$ cat src/rtl/cpu_mem_pkg.sv
// ============================================================================
// Module      : cpu_mem_pkg
// Description : Shared state encoding and defaults for the load/store engine.
// Revision    : 1.0 - initial release
// ============================================================================
`default_nettype none

package cpu_mem_pkg;

    localparam int DEFAULT_ADDR_W         = 27;
    localparam int DEFAULT_TIMEOUT_CYCLES = 1023;
    localparam logic [31:0] MEM_ERR_DATA  = 32'h0;

    typedef enum logic [1:0] {
        ST_IDLE = 2'd0,
        ST_REQ  = 2'd1,
        ST_WAIT = 2'd2,
        ST_FIN  = 2'd3
    } mem_state_e;

endpackage

`default_nettype wire

$ cat src/rtl/mem_addr_gen.sv
// ============================================================================
// Module      : mem_addr_gen
// Description : Effective address = base + sign-extended offset, with range check.
// Revision    : 1.0 - initial release
// ============================================================================
`default_nettype none

module mem_addr_gen
    import cpu_mem_pkg::*;
#(
    parameter int ADDR_W = DEFAULT_ADDR_W
) (
    input  logic [31:0]       base,
    input  logic [15:0]       offset,
    output logic [ADDR_W-1:0] ea,
    output logic              out_of_range
);

    logic [31:0] w_sum;

    assign w_sum = base + {{16{offset[15]}}, offset};
    assign ea    = w_sum[ADDR_W-1:0];

    // A full 32-bit bus has no unreachable addresses.
    generate
        if (ADDR_W < 32) begin : g_range_check
            assign out_of_range = |w_sum[31:ADDR_W];
        end else begin : g_no_range_check
            assign out_of_range = 1'b0;
        end
    endgenerate

endmodule

`default_nettype wire

$ cat src/rtl/mem_access_unit.sv
// ============================================================================
// Module      : mem_access_unit
// Description : Multi-cycle load/store engine with request/acknowledge bus.
//               Optional WAIT-state abort enabled by MEM_ACCESS_TIMEOUT_EN.
// Revision    : 1.0 - initial release
// ============================================================================
`default_nettype none

module mem_access_unit
    import cpu_mem_pkg::*;
#(
    parameter int ADDR_W         = DEFAULT_ADDR_W,
    parameter int TIMEOUT_CYCLES = DEFAULT_TIMEOUT_CYCLES
) (
    input  logic              clk,
    input  logic              reset,
    input  logic              start,
    input  logic              is_store,
    input  logic [31:0]       base,
    input  logic [15:0]       offset,
    input  logic [31:0]       wdata,
    output logic              busy,
    output logic              done,
    output logic              err,
    output logic              read_mem,
    output logic [31:0]       mem_q,
    output logic [ADDR_W-1:0] bus_addr,
    output logic [31:0]       bus_data,
    output logic              bus_we,
    output logic              bus_start,
    input  logic              bus_done,
    input  logic [31:0]       bus_q
);

    mem_state_e        r_state;
    mem_state_e        w_next_state;
    logic [ADDR_W-1:0] w_ea;
    logic              w_out_of_range;
    logic              w_timeout;

    logic [ADDR_W-1:0] r_bus_addr;
    logic [31:0]       r_bus_data;
    logic              r_bus_we;
    logic [31:0]       r_mem_q;
    logic              r_err;
    logic              r_rd_ok;

    mem_addr_gen #(
        .ADDR_W(ADDR_W)
    ) u_addr_gen (
        .base        (base),
        .offset      (offset),
        .ea          (w_ea),
        .out_of_range(w_out_of_range)
    );

`ifdef MEM_ACCESS_TIMEOUT_EN
    localparam int c_CNT_W = (TIMEOUT_CYCLES > 1) ? $clog2(TIMEOUT_CYCLES) : 1;
    localparam logic [c_CNT_W-1:0] c_CNT_LAST = c_CNT_W'(TIMEOUT_CYCLES - 1);

    logic [c_CNT_W-1:0] r_wait_cnt;

    // Held at zero outside WAIT, so it starts from zero on every entry.
    always_ff @(posedge clk) begin
        if (reset || (r_state != ST_WAIT)) begin
            r_wait_cnt <= '0;
        end else begin
            r_wait_cnt <= r_wait_cnt + 1'b1;
        end
    end

    assign w_timeout = (r_state == ST_WAIT) && !bus_done && (r_wait_cnt == c_CNT_LAST);
`else
    logic w_unused_timeout;

    assign w_timeout        = 1'b0;
    assign w_unused_timeout = (TIMEOUT_CYCLES != 0);
`endif

    always_ff @(posedge clk) begin
        if (reset) begin
            r_state <= ST_IDLE;
        end else begin
            r_state <= w_next_state;
        end
    end

    always_comb begin
        w_next_state = r_state;
        case (r_state)
            ST_IDLE: if (start) w_next_state = w_out_of_range ? ST_FIN : ST_REQ;
            ST_REQ:  w_next_state = ST_WAIT;
            ST_WAIT: if (bus_done || w_timeout) w_next_state = ST_FIN;
            ST_FIN:  w_next_state = ST_IDLE;
            default: w_next_state = ST_IDLE;
        endcase
    end

    // An acknowledge wins over a simultaneous timeout expiry.
    always_ff @(posedge clk) begin
        if (reset) begin
            r_bus_addr <= '0;
            r_bus_data <= '0;
            r_bus_we   <= 1'b0;
            r_mem_q    <= '0;
            r_err      <= 1'b0;
            r_rd_ok    <= 1'b0;
        end else begin
            case (r_state)
                ST_IDLE: begin
                    if (start) begin
                        r_rd_ok <= 1'b0;
                        r_err   <= w_out_of_range;
                        if (!w_out_of_range) begin
                            r_bus_addr <= w_ea;
                            r_bus_data <= wdata;
                            r_bus_we   <= is_store;
                        end
                    end
                end
                ST_WAIT: begin
                    if (bus_done) begin
                        if (!r_bus_we) begin
                            r_mem_q <= bus_q;
                            r_rd_ok <= 1'b1;
                        end
                    end else if (w_timeout) begin
                        r_err   <= 1'b1;
                        r_mem_q <= MEM_ERR_DATA;
                    end
                end
                default: ;
            endcase
        end
    end

    assign busy      = (r_state != ST_IDLE);
    assign bus_start = (r_state == ST_REQ);
    assign done      = (r_state == ST_FIN);
    assign err       = done & r_err;
    assign read_mem  = done & r_rd_ok;
    assign mem_q     = r_mem_q;
    assign bus_addr  = r_bus_addr;
    assign bus_data  = r_bus_data;
    assign bus_we    = r_bus_we;

endmodule

`default_nettype wire
$ cat config.mk
export PLATFORM = sky130hd
export DESIGN_NAME = mem_access_unit
export DESIGN_NICKNAME = d
export VERILOG_FILES = /design/src/rtl/cpu_mem_pkg.sv /design/src/rtl/mem_addr_gen.sv /design/src/rtl/mem_access_unit.sv
export SDC_FILE = /design/constraint.sdc
export NUM_CORES = 1
export LEC_CHECK = 0
export CORE_MARGIN = 2
export CORE_UTILIZATION = 44
export CTS_CLUSTER_SIZE = 12
export DETAILED_ROUTE_END_ITERATION = 8
export GPL_ROUTABILITY_DRIVEN = 0
export PLACE_DENSITY = 0.81
export SETUP_SLACK_MARGIN = 0.15
export SYNTH_ARGS = -nofsm -noshare
export SYNTH_HDL_FRONTEND = slang
export SYNTH_SLANG_ARGS = --single-unit
$ cat constraint.sdc
create_clock -name clk -period 3.35 [get_ports clk]
set_clock_uncertainty 0.1 [all_clocks]
set_input_delay 0.335 -clock clk [delete_from_list [all_inputs] [get_ports clk]]
set_output_delay 0.335 -clock clk [all_outputs]
set_load 0.05 [all_outputs]
# Yosys cells after proc, flatten, opt, wreduce, memory -nomap -nowiden
# Index checks and enable logic that the tools add are counted.
[op_classes]
add_sub_neg = 1
eq_ne = 6
n_mux = 8
bitwise = 4
n_reduce_logical = 9
[op_table]
columns = ["operator", "count"]
rows = [
  ["$add 32x32->32", 1],
  ["$pmux 2 s4", 1],
  ["$mux 2", 3],
  ["$ne 2x2->1 const B", 3],
  ["$reduce_and 3->1", 2],
  ["$reduce_or 5->1", 1],
  ["$eq 2x2->1 const B", 2],
  ["$reduce_and 2->1", 2],
  ["$reduce_and 4->1", 1],
  ["$reduce_bool 2->1", 2],
  ["$mux 1", 3],
  ["$and 1x1->1", 2],
  ["$eq 2x1->1 const B", 1],
  ["$logic_not 2->1", 1],
  ["$not 1->1", 2],
  ["$pmux 1 s2", 1],
]
[totals]
regBits = 96
inputBits = 117
output_inout_bits = 97
elab_cells = 35

# Logic depth before layout (Yosys ltp)
# Gate-level depths: netlist of the first run.
[logic_depth]
ltp_word = 5
mapped_depth = 14
ltp_nobuf = 12

# Hierarchy
# Synthesis of the first run repeated with hierarchy kept, for this count alone.
[hier_totals]
cells_unflattened = 678
area_unflattened_um2 = 5175.0
[modules_own_cells]
columns = ["mod", "instances", "cells_per_inst", "area_each_um2", "seq_area_each_um2"]
rows = [
  ["mem_access_unit", 1, 433, 3467.1, 1921.8],
  ["mem_addr_gen", 1, 245, 1707.9, 0.0],
]

# Least setup slack after synthesis of the first run
# OpenSTA, ideal clock, no wires.
[synth_path]
kind = "input to register"
startpoint = "input offset[7]"
endpoint = "register r_bus_addr[26] (netlist: bus_addr[26])"
setup_ns = 0.070
arrival_time_ns = 2.931
required_ns = 3.180
slack_ns = 0.249
stages = 10
path_buffers = 0
path_cell_list = "ha_1 -> a21o_1 -> a221o_1 -> a21oi_1 -> o21ai_1 -> a311o_1 -> a311oi_2 -> nand4_4 -> or4_1 -> a21oi_1"
[synth_via]
elab_chain_len = 4
[synth_lines]
columns = ["item", "line", "rtl"]
rows = [
  ["from (decl)", "mem_access_unit.sv:20", "input logic [15:0] offset,"],
  ["$add 32x32->32 *", "mem_addr_gen.sv:21", "assign w_sum = base + {{16{offset[15]}}, offset};"],
  ["$reduce_or 5->1", "mem_addr_gen.sv:27", "assign out_of_range = |w_sum[31:ADDR_W];"],
  ["$not 1->1 (no source line)", "n/a", ""],
  ["$reduce_and 3->1 (no source line)", "n/a", ""],
  ["to (signal assigned)", "mem_access_unit.sv:115", "r_bus_addr <= w_ea;"],
  ["to (decl)", "mem_access_unit.sv:41", "logic [ADDR_W-1:0] r_bus_addr;"],
]
# Mark *: on every way between the ends. The rest lies on a longest branch, timed or not.
# A chain may end at the register's enable or synchronous reset.

# Worst setup path in the final report of the first run
[layout_path]
startpoint = "input offset[10]"
endpoint = "register r_bus_addr[6] (netlist: bus_addr[6])"
[layout_via]
elab_chain_len = 4
[layout_lines]
columns = ["item", "line"]
rows = [
  ["$add 32x32->32", "mem_addr_gen.sv:21"],
  ["$reduce_or 5->1", "mem_addr_gen.sv:27"],
  ["$not 1->1 (no source line)", "n/a"],
  ["$reduce_and 3->1 (no source line)", "n/a"],
]
# No other way between the ends.

==> results of run 1 <==
[power groups by stage]
stage	combinational (µW)	sequential [µW]	clock, µW
2_1_floorplan	719	1490	0
3_3_place_gp	1540	1280	0
3_5_place_dp	1550	1290	0
4_1_cts	1610	1260	1040
5_1_grt	1860	1270	1080
6_report	1760	1260	1040
[sequential cells by signal, indices dropped and copies added, names as in the netlist]
name,flops
r_state,2
bus_addr,27
bus_we,1
bus_data,32
r_rd_ok,1
mem_q,32
r_err,1
[metrics by stage]
| stage | utilization | std cells |
|---|---|---|
| 2_1_floorplan | - | 709 |
| 3_3_place_gp | 0.693 | 1121 |
| 3_5_place_dp | 0.693 | 1121 |
| 4_1_cts | 0.735 | 1140 |
| 5_1_grt | 0.789 | 1156 |
| 6_report | 0.789 | 1156 |
[cells by family after synthesis]
| family | Yosys count | share of synthesized area |
|---|---|---|
| fa+ha+maj | 37 | 0.0869 |
| mux | 2 | 0.00393 |
| flops | 96 | 0.355 |
| xor+xnor | 24 | 0.0388 |
| compound gates | 257 | 0.264 |
| buf+inv | 61 | 0.0455 |
| simple gates | 232 | 0.206 |
[cells in the mapped netlist (4+ instances only)]
cell / instances / area [µm²]
xnor2_1: 14 / 123
nand2_1: 92 / 345
dfxtp_1: 96 / 1920
nor2_1: 25 / 93.8
xor2_1: 10 / 87.6
nor3_1: 4 / 20.0
a21o_1: 10 / 75.1
and3_1: 6 / 37.5
buf_2: 8 / 40.0
a211o_1: 4 / 35.0
clkbuf_1: 38 / 143
nand4_1: 18 / 113
a21oi_1: 125 / 626
nand3_1: 54 / 270
and2_1: 10 / 62.6
a211oi_1: 6 / 45.0
o21ai_0: 88 / 440
inv_1: 10 / 37.5
ha_1: 36 / 450
nand2b_1: 6 / 37.5
[area by class of cell]
class / count / area share
clock buffers: 11 / 0.0256
clock inverters: 4 / 0.00568
inverters: 10 / 0.00396
multi-input cells: 553 / 0.398
flip-flops and latches: 96 / 0.203
well taps: 147 / 0.0194
repair buffers: 335 / 0.344
[what timing repair did]
action / in CTS / in global routing
hold buffers: 0 / 0
setup buffers: 4 / 8
cloned: 0 / 8
gates resized for setup: 39 / 87
pin swaps: 9 / 50
setup endpoints to repair: 61 / 62
[worst paths after layout]
check / startpoint / end / slack (ns) / cells past startpoint
max: offset[10] / bus_addr[6] / 0.1 / 13
min: reset / bus_addr[23] / 0.30 / 2
max reg2reg: r_state[1] / bus_addr[6] / 1.17 / 6
min reg2reg: mem_q[18] / mem_q[18] / 0.35 / 2
[routing by layer]
layer,wire (µm),part of all wire
met1,8620,0.42
met2,10200,0.50
met3,1250,0.061
met4,474,0.023
met5,0,0
[worst max-delay path, delay by kind of cell]
family	cells	cell delay, ns
adders and majority gates	1	0.21
buffers and inverters	3	0.82
and+or+nand+nor	2	0.40
AOI/OAI and AO/OA	7	1.62
==> run metrics, run 1 <==
TritonCTS Sinks 96; setup slack after layout 0.0989 ns; IO Port Bufs 213; busiest layer in global routing met2; die height 115 µm; WL final 20500 µm; Reg clk slew, reported paths 0.06 ns; Total GRT Usage 0.267; met3 usage 0.0406; RSZ-0062 raised after global routing false; crit-path max FO 7; Seq pwr share 0.311; largest net degree at the start of global routing 39; Clock Power Share 0.255; Routed Antenna Nets 0; ys flop type dfxtp_1; CTS Buf Count 9; M1 GR Usage 0.333; worst slew pin tran 0.729 ns; Core Area 12000 µm²; H-Tree Depth 3; design area 9480 µm²; mapped cell area 5420 µm²; Setup Viol. Count Final 0; FFs w/ async S/R, synth 0; cell-internal power 2540 µW; placed cell area 8320 µm²; Clk Latency, worst-skew pair 0.33 ns; total power 4050 µW; initial cell density of the core 0.451; CP max stage cell clkdlybuf4s50_1; vias in the first global route 5920; Remaining DRCs 0; worst rel slew slack 0.514; Synth-to-Final Area Change 75.0%; Fin. Hold Viols 0; Post-synth EDFFs 0; period utilisation layout 0.970; HP Class in -> reg; Leak 0.00370 µW; Final nets 1159; die area 13200 µm²; combinational power share 0.433; Max clock buf depth 2; initial antenna violation count 0; worst hold slack 0.304 ns; grt ovf 0; Switching Fraction 0.374; Antenna diodes 0; outcome complete, no violations; Multi-input gate area 3770 µm²; Crit path required time 3.51 ns; Post-Place Worst Slack -0.489 ns; Seq cells post-synth 96; Max-Cap Viols 0; Post-Synthesis Cells 709; Wirelength per Cell 17.7 µm; Std-Cell Rows 40; DP Wirelength 13800 µm; CP Cell Sequence clkdlybuf4s50_1, ha_4, a21o_1, a211o_1, a31oi_2, o21ai_2, a311o_1, a311oi_4, buf_4, and4_4, buf_8, nand4_1, a21oi_1; max incr delay on CP 0.50 ns; die width 115 µm; Root Buffer Master clkbuf_16; post-synth cell types 52; Ys Warns 0; Final Critical Period 3.25 ns; kind of start point of the critical path input port; fillers 796; TNS Setup 0 ns; crit path kind in -> reg; drt pass-1 iters 5; share of cells above drive strength 1 0.214; first-pass GRT wire length 28700 µm; Max Slew Vio Count 0; most frequent cells in the layout clkdlybuf4s50_1 (192), a21oi_1 (107), buf_4 (104), dfxtp_1 (96), nand2_1 (88); fmax 308 MHz; I/O pin count 214; synthesized area per cell 7.64 µm²; CP arrival 3.41 ns; met2 usage 0.467; power density over the cells 428 nW/µm²; VDD IR max 0.399 mV; register area 1920 µm²; sequential share of the synthesized area 0.355; Iter 0 DRT Violations 626; sw power 1520 µW; CP Capture Type flop; DR vias/cell 5.67; syn nets 863; via count 6551; CTS tree done; commonest non-fill, non-tap cell in the layout clkdlybuf4s50_1
Note: power is estimated with default switching activity, not from simulation.
==> run 2, diff against run 1 <==
--- a/config.mk
+++ b/config.mk
@@ -10,7 +10,7 @@
 export CTS_CLUSTER_SIZE = 12
 export DETAILED_ROUTE_END_ITERATION = 8
 export GPL_ROUTABILITY_DRIVEN = 0
-export PLACE_DENSITY = 0.81
+export PLACE_DENSITY = 0.79
 export SETUP_SLACK_MARGIN = 0.15
 export SYNTH_ARGS = -nofsm -noshare
 export SYNTH_HDL_FRONTEND = slang
==> run metrics, run 2 (synthesis gave the netlist of run 1 again) <==
first-pass GRT wire length 29300 µm (+2.1%); vias in the first global route 6011 (+1.5%); kind of start point of the critical path input port; outcome complete, no violations; worst slew pin tran 1.13 ns (+0.399 ns); Finished Core Util 0.741 (-0.0485); Leak 0.00340 µW (-8.2%); die width 115 µm (unchanged); TNS Setup 0 ns (unchanged); Synth-to-Final Area Change 64.2%; Critical path origin base[7]; DR vias/cell 5.70 (+0.66%); H-Tree Depth 3 (unchanged); Clk Latency, worst-skew pair 0.33 ns (about the same); I/O pin count 214 (unchanged); die height 115 µm (unchanged); FF-to-FF setup slack 1.08 ns (-0.09 ns); Core Area 12000 µm² (unchanged); Max Slew Vio Count 0 (unchanged); worst hold start mem_q[22]; Hold Buf Count CTS 0 (unchanged); Final Critical Period 3.18 ns (-0.0679 ns); HP Class reg -> reg; DR WL met3 1390 µm (+11%); FF-to-FF End bus_addr[20]; Reg clk slew, reported paths 0.06 ns (about the same); Root Buffer Master clkbuf_16; initial cell density of the core 0.451 (unchanged); Max-Cap Viols 0 (unchanged); power density over the cells 435 nW/µm² (+1.7%); initial antenna violation count 0 (unchanged); share of cells above drive strength 1 0.168 (-0.0459); crit path capture r_err; CP arrival 3.31 ns (-0.10 ns); RSZ-0062 raised after global routing true; Crit path required time 3.47 ns (-0.04 ns); fmax 314 MHz (+2.1%); crit path kind in -> reg; IO Port Bufs 213 (unchanged); die area 13200 µm² (unchanged); largest net degree at the start of global routing 57 (+46%); period utilisation layout 0.950 (-0.0203); worst r2r src r_state[0]; commonest non-fill, non-tap cell in the layout clkdlybuf4s50_1; highest metal used met4; Total GRT Usage 0.273 (+0.00557); Antenna diodes 0 (unchanged); DR WL met2 9710 µm (-4.6%); Max clock buf depth 2 (unchanged); FF-to-FF path depth 6 (unchanged); DP Wirelength 14300 µm (+3.8%); Fin. Hold Viols 0 (unchanged); M1 WL 7940 µm (-7.8%); CP Capture Type flop; Std-Cell Rows 40 (unchanged); setup slack after layout 0.167 ns (+0.0679 ns); CTS Buf Count 9 (unchanged); CTS tree done; Setup Viol. Count Final 0 (unchanged); drt pass-1 iters 5 (unchanged); Final nets 1138 (-1.8%); grt ovf 0 (unchanged); WL final 19500 µm (-5.0%); TritonCTS Sinks 96 (unchanged); Wirelength per Cell 17.2 µm (-3.1%); VDD IR max 0.266 mV (-33%); most frequent cells in the layout clkdlybuf4s50_1 (208), a21oi_1 (111), dfxtp_1 (96), nand2_1 (91), buf_4 (91); crit-path max FO 8 (+1); Remaining DRCs 0 (unchanged); Iter 0 DRT Violations 636 (+1.6%); Post-Place Worst Slack -0.505 ns (-0.0170 ns); worst rel slew slack 0.248 (-0.266); Routed Antenna Nets 0 (unchanged); via count 6469 (-1.3%)
[run 2: cell types whose count changed in the layout (fill, tap and decap cells not counted), moves of 4 or more]
| cell | before | now |
|---|---|---|
| o21ai_0 | 80 | 68 |
| a21oi_1 | 107 | 111 |
| dlymetal6s2s_1 | 20 | 3 |
| buf_4 | 104 | 91 |
| nand3_1 | 47 | 53 |
| clkdlybuf4s50_1 | 192 | 208 |
| ha_1 | 16 | 28 |
| ha_4 | 19 | 4 |
| o21ai_1 | 7 | 20 |
[run 2: area by class of cell]
type / instances / area [µm²]
timing repair buffer: 315 / 3000
fill: 899 / 3120
tap: 147 / 184
multi-input combinational: 552 / 3480
clock buffer: 10 / 229
inverter: 10 / 37.5
clock inverter: 4 / 47.5
sequential: 96 / 1920
[run 2: per-layer routing]
layer / global-route usage / vias to the layer above
met1: 0.335 / 3048
met5: 0 / -
li1: - / 3084
met4: 0.0859 / 0
met3: 0.0464 / 35
met2: 0.487 / 302
[run 2: per-stage QoR]
stage	power, µW	cells	hold slack [ns]	area [µm²]
2_1_floorplan	2210	709	0.369	5420
3_3_place_gp	2760	1112	0.341	8230
3_5_place_dp	2810	1112	0.350	8230
4_1_cts	3810	1129	0.358	8680
5_1_grt	4040	1134	0.371	8890
6_report	3870	1134	0.358	8890
[run 2: worst min-delay path by stage]
stage	end	cells after the start
after floorplan	r_err	2
after global placement	mem_q[12]	2
after detailed placement	mem_q[9]	2
after CTS	mem_q[31]	2
after global routing	mem_q[9]	2
final	mem_q[22]	2
[run 2: what timing repair did]
| action | 4_1_cts | 5_1_grt |
|---|---|---|
| buffers inserted | 2 | 3 |
| cloned | 1 | 2 |
| resized for setup | 37 | 49 |
| setup endpoints to repair | 62 | 61 |
| pin swaps | 8 | 18 |
[run 2: power by group]
part           total, µW  internal, µW  leakage [µW]  switching [µW]
logic               1630           644       0.00249             986
registers           1260          1220      0.000776            44.7
clock network        974           568      0.000134             407
[run 2: critical path, cell delays in order]
cell,delay (ns)
clkdlybuf4s50_1,0.50
ha_4,0.22
a21o_1,0.18
a221o_1,0.37
a21oi_2,0.14
o21ai_2,0.11
a311o_1,0.30
a311oi_2,0.28
buf_4,0.17
nand4_4,0.13
buf_6,0.15
nor2_2,0.12
buf_6,0.16
buf_4,0.11
nor2_1,0.03
==> run 3, diff against run 2 <==
--- a/config.mk
+++ b/config.mk
@@ -11,6 +11,7 @@
 export DETAILED_ROUTE_END_ITERATION = 8
 export GPL_ROUTABILITY_DRIVEN = 0
 export PLACE_DENSITY = 0.79
+export REMOVE_ABC_BUFFERS = 1
 export SETUP_SLACK_MARGIN = 0.15
 export SYNTH_ARGS = -nofsm -noshare
 export SYNTH_HDL_FRONTEND = slang
==> run metrics, run 3 (synthesis gave the netlist of run 1 again) <==
Clock Power Share 0.250 (-0.002); CTS tree done; CP arrival 3.35 ns (+0.04 ns); CP Capture Type flop; drt pass-1 iters 5 (unchanged); Finished Core Util 0.782 (+0.0413); Std-Cell Rows 40 (unchanged); period utilisation layout 0.951 (about the same); die height 115 µm (unchanged); Max-Cap Viols 0 (unchanged); Max clock buf depth 2 (unchanged); design area 9390 µm² (+5.6%); max incr delay on CP 0.46 ns (-0.04 ns); combinational power share 0.431 (+0.010); commonest non-fill, non-tap cell in the layout clkdlybuf4s50_1; Root Buffer Master clkbuf_16; IO Port Bufs 213 (unchanged); Synth-to-Final Area Change 73.4%; WL final 20200 µm (+3.8%); CP Cell Sequence clkdlybuf4s50_1, ha_2, a21oi_2, o21ai_0, a21o_1, a221oi_2, a2bb2oi_2, xnor2_2, and4_4, clkbuf_16, nand3_1, a21oi_2; outcome complete, no violations; RSZ-0062 raised after global routing false; Setup Viol. Count Final 0 (unchanged); most frequent CP cell a21oi_2; crit-path max FO 8 (unchanged); share of cells above drive strength 1 0.211 (+0.0426); H-Tree Depth 3 (unchanged); Clk Latency, worst-skew pair 0.33 ns (about the same); Post-Place Worst Slack -0.483 ns (+0.0223 ns); fmax 314 MHz (about the same); Final Critical Period 3.19 ns (+0.00298 ns); Final nets 1151 (+1.1%); most frequent cells in the layout clkdlybuf4s50_1 (185), a21oi_1 (107), buf_4 (100), dfxtp_1 (96), nand2_1 (89); via count 6654 (+2.9%); die area 13200 µm² (unchanged); worst rel slew slack 0.314 (+0.0660); power density over the cells 423 nW/µm² (-2.7%); cell-internal power 2510 µW (+3.4%); sw power 1460 µW (+1.7%); WP buf/inv 2 (-3); initial cell density of the core 0.451 (unchanged); worst slew pin tran 1.03 ns (-0.0989 ns); TritonCTS Sinks 96 (unchanged); Fin. Hold Viols 0 (unchanged); CTS Buf Count 9 (unchanged); Core Area 12000 µm² (unchanged); Max Slew Vio Count 0 (unchanged); die width 115 µm (unchanged); Antenna diodes 0 (unchanged); largest net degree at the start of global routing 49 (-14%); placed cell area 8280 µm² (+0.67%); cell family with most CP delay compound AO/OA/AOI/OAI gates; DP Wirelength 13900 µm (-3.1%); Wirelength per Cell 17.6 µm (+2.6%); HP Class reg -> reg; Crit path required time 3.52 ns (+0.05 ns); Switching Fraction 0.368 (-0.00398); crit path kind in -> reg; Seq pwr share 0.319 (-0.008); initial antenna violation count 0 (unchanged); DR vias/cell 5.80 (+1.6%); Routed Antenna Nets 0 (unchanged); I/O pin count 214 (unchanged); VDD IR max 0.254 mV (-4.6%); Total GRT Usage 0.266 (-0.00655); Leak 0.00370 µW (+9.0%); kind of start point of the critical path input port; grt ovf 0 (unchanged); CP max stage cell clkdlybuf4s50_1; Reg clk slew, reported paths 0.06 ns (about the same); Remaining DRCs 0 (unchanged); first-pass GRT wire length 28700 µm (-2.0%); vias in the first global route 6145 (+2.2%); setup slack after layout 0.164 ns (-0.00298 ns); Iter 0 DRT Violations 471 (-26%)
## run 3: cell types whose count changed in the layout (fill, tap and decap cells not counted), sizes merged
cell,previous run,this run
buf,101,113
clkbuf,12,16
clkdlybuf4s50,208,185
clkinv,2,1
dlygate4sd2,1,0
dlymetal6s2s,3,26
## run 3: path summary, 6_finish.rpt
path	startpoint	end	slack, ns	cells after the start
max	base[20]	bus_addr[8]	0.16	12
max reg2reg	r_state[0]	mem_q[2]	1.21	5
min reg2reg	mem_q[1]	mem_q[1]	0.36	2
min	mem_q[1]	mem_q[1]	0.36	2
## run 3: stage by stage
stage	TNS, ns	power, µW	std cells	hold WS, ns
2_1_floorplan	-1.84	2150	658	0.304
3_3_place_gp	-19.11	2780	1116	0.343
3_5_place_dp	-24.91	2810	1116	0.347
5_1_grt	0	4180	1148	0.382
4_1_cts	0	3850	1136	0.356
6_report	0	3980	1148	0.358
## run 3: layout make-up
type | count | area (µm²)
Multi-Input combinational cell | 552 | 3780
Timing Repair Buffer | 328 | 3180
Fill cell | 809 | 2620
Sequential cell | 96 | 1920
Clock buffer | 12 | 246
Tap cell | 147 | 184
Clock inverter | 3 | 42.5
Inverter | 10 | 37.5
## run 3: tightest hold or removal path, delay by kind of cell, from the launching register on
| family | cells | cell delay [ns] |
|---|---|---|
| flops | 1 | 0.31 |
| simple gates | 1 | 0.05 |
| compound gates | 1 | 0.05 |
## run 3: metal layers
layer / global-route usage / share of wire / up-vias
met5: 0 / 0 / -
met4: 0.132 / 0.052 / 0
met3: 0.0374 / 0.061 / 98
met2: 0.484 / 0.51 / 337
met1: 0.305 / 0.38 / 3093
li1: - / - / 3126
## run 3: power groups by stage
stage,Sequential (µW),Combinational (µW),Clock [µW]
6_report,1270,1710,996
5_1_grt,1280,1830,1070
4_1_cts,1270,1560,1020
3_5_place_dp,1290,1520,0
3_3_place_gp,1290,1490,0
2_1_floorplan,1490,656,0
## run 3: repair_timing
action,CTS,global route
cloned,2,5
pin swaps,15,42
hold buffers,0,0
buffers inserted,3,7
resized for setup,26,116
setup endpoints to repair,62,62
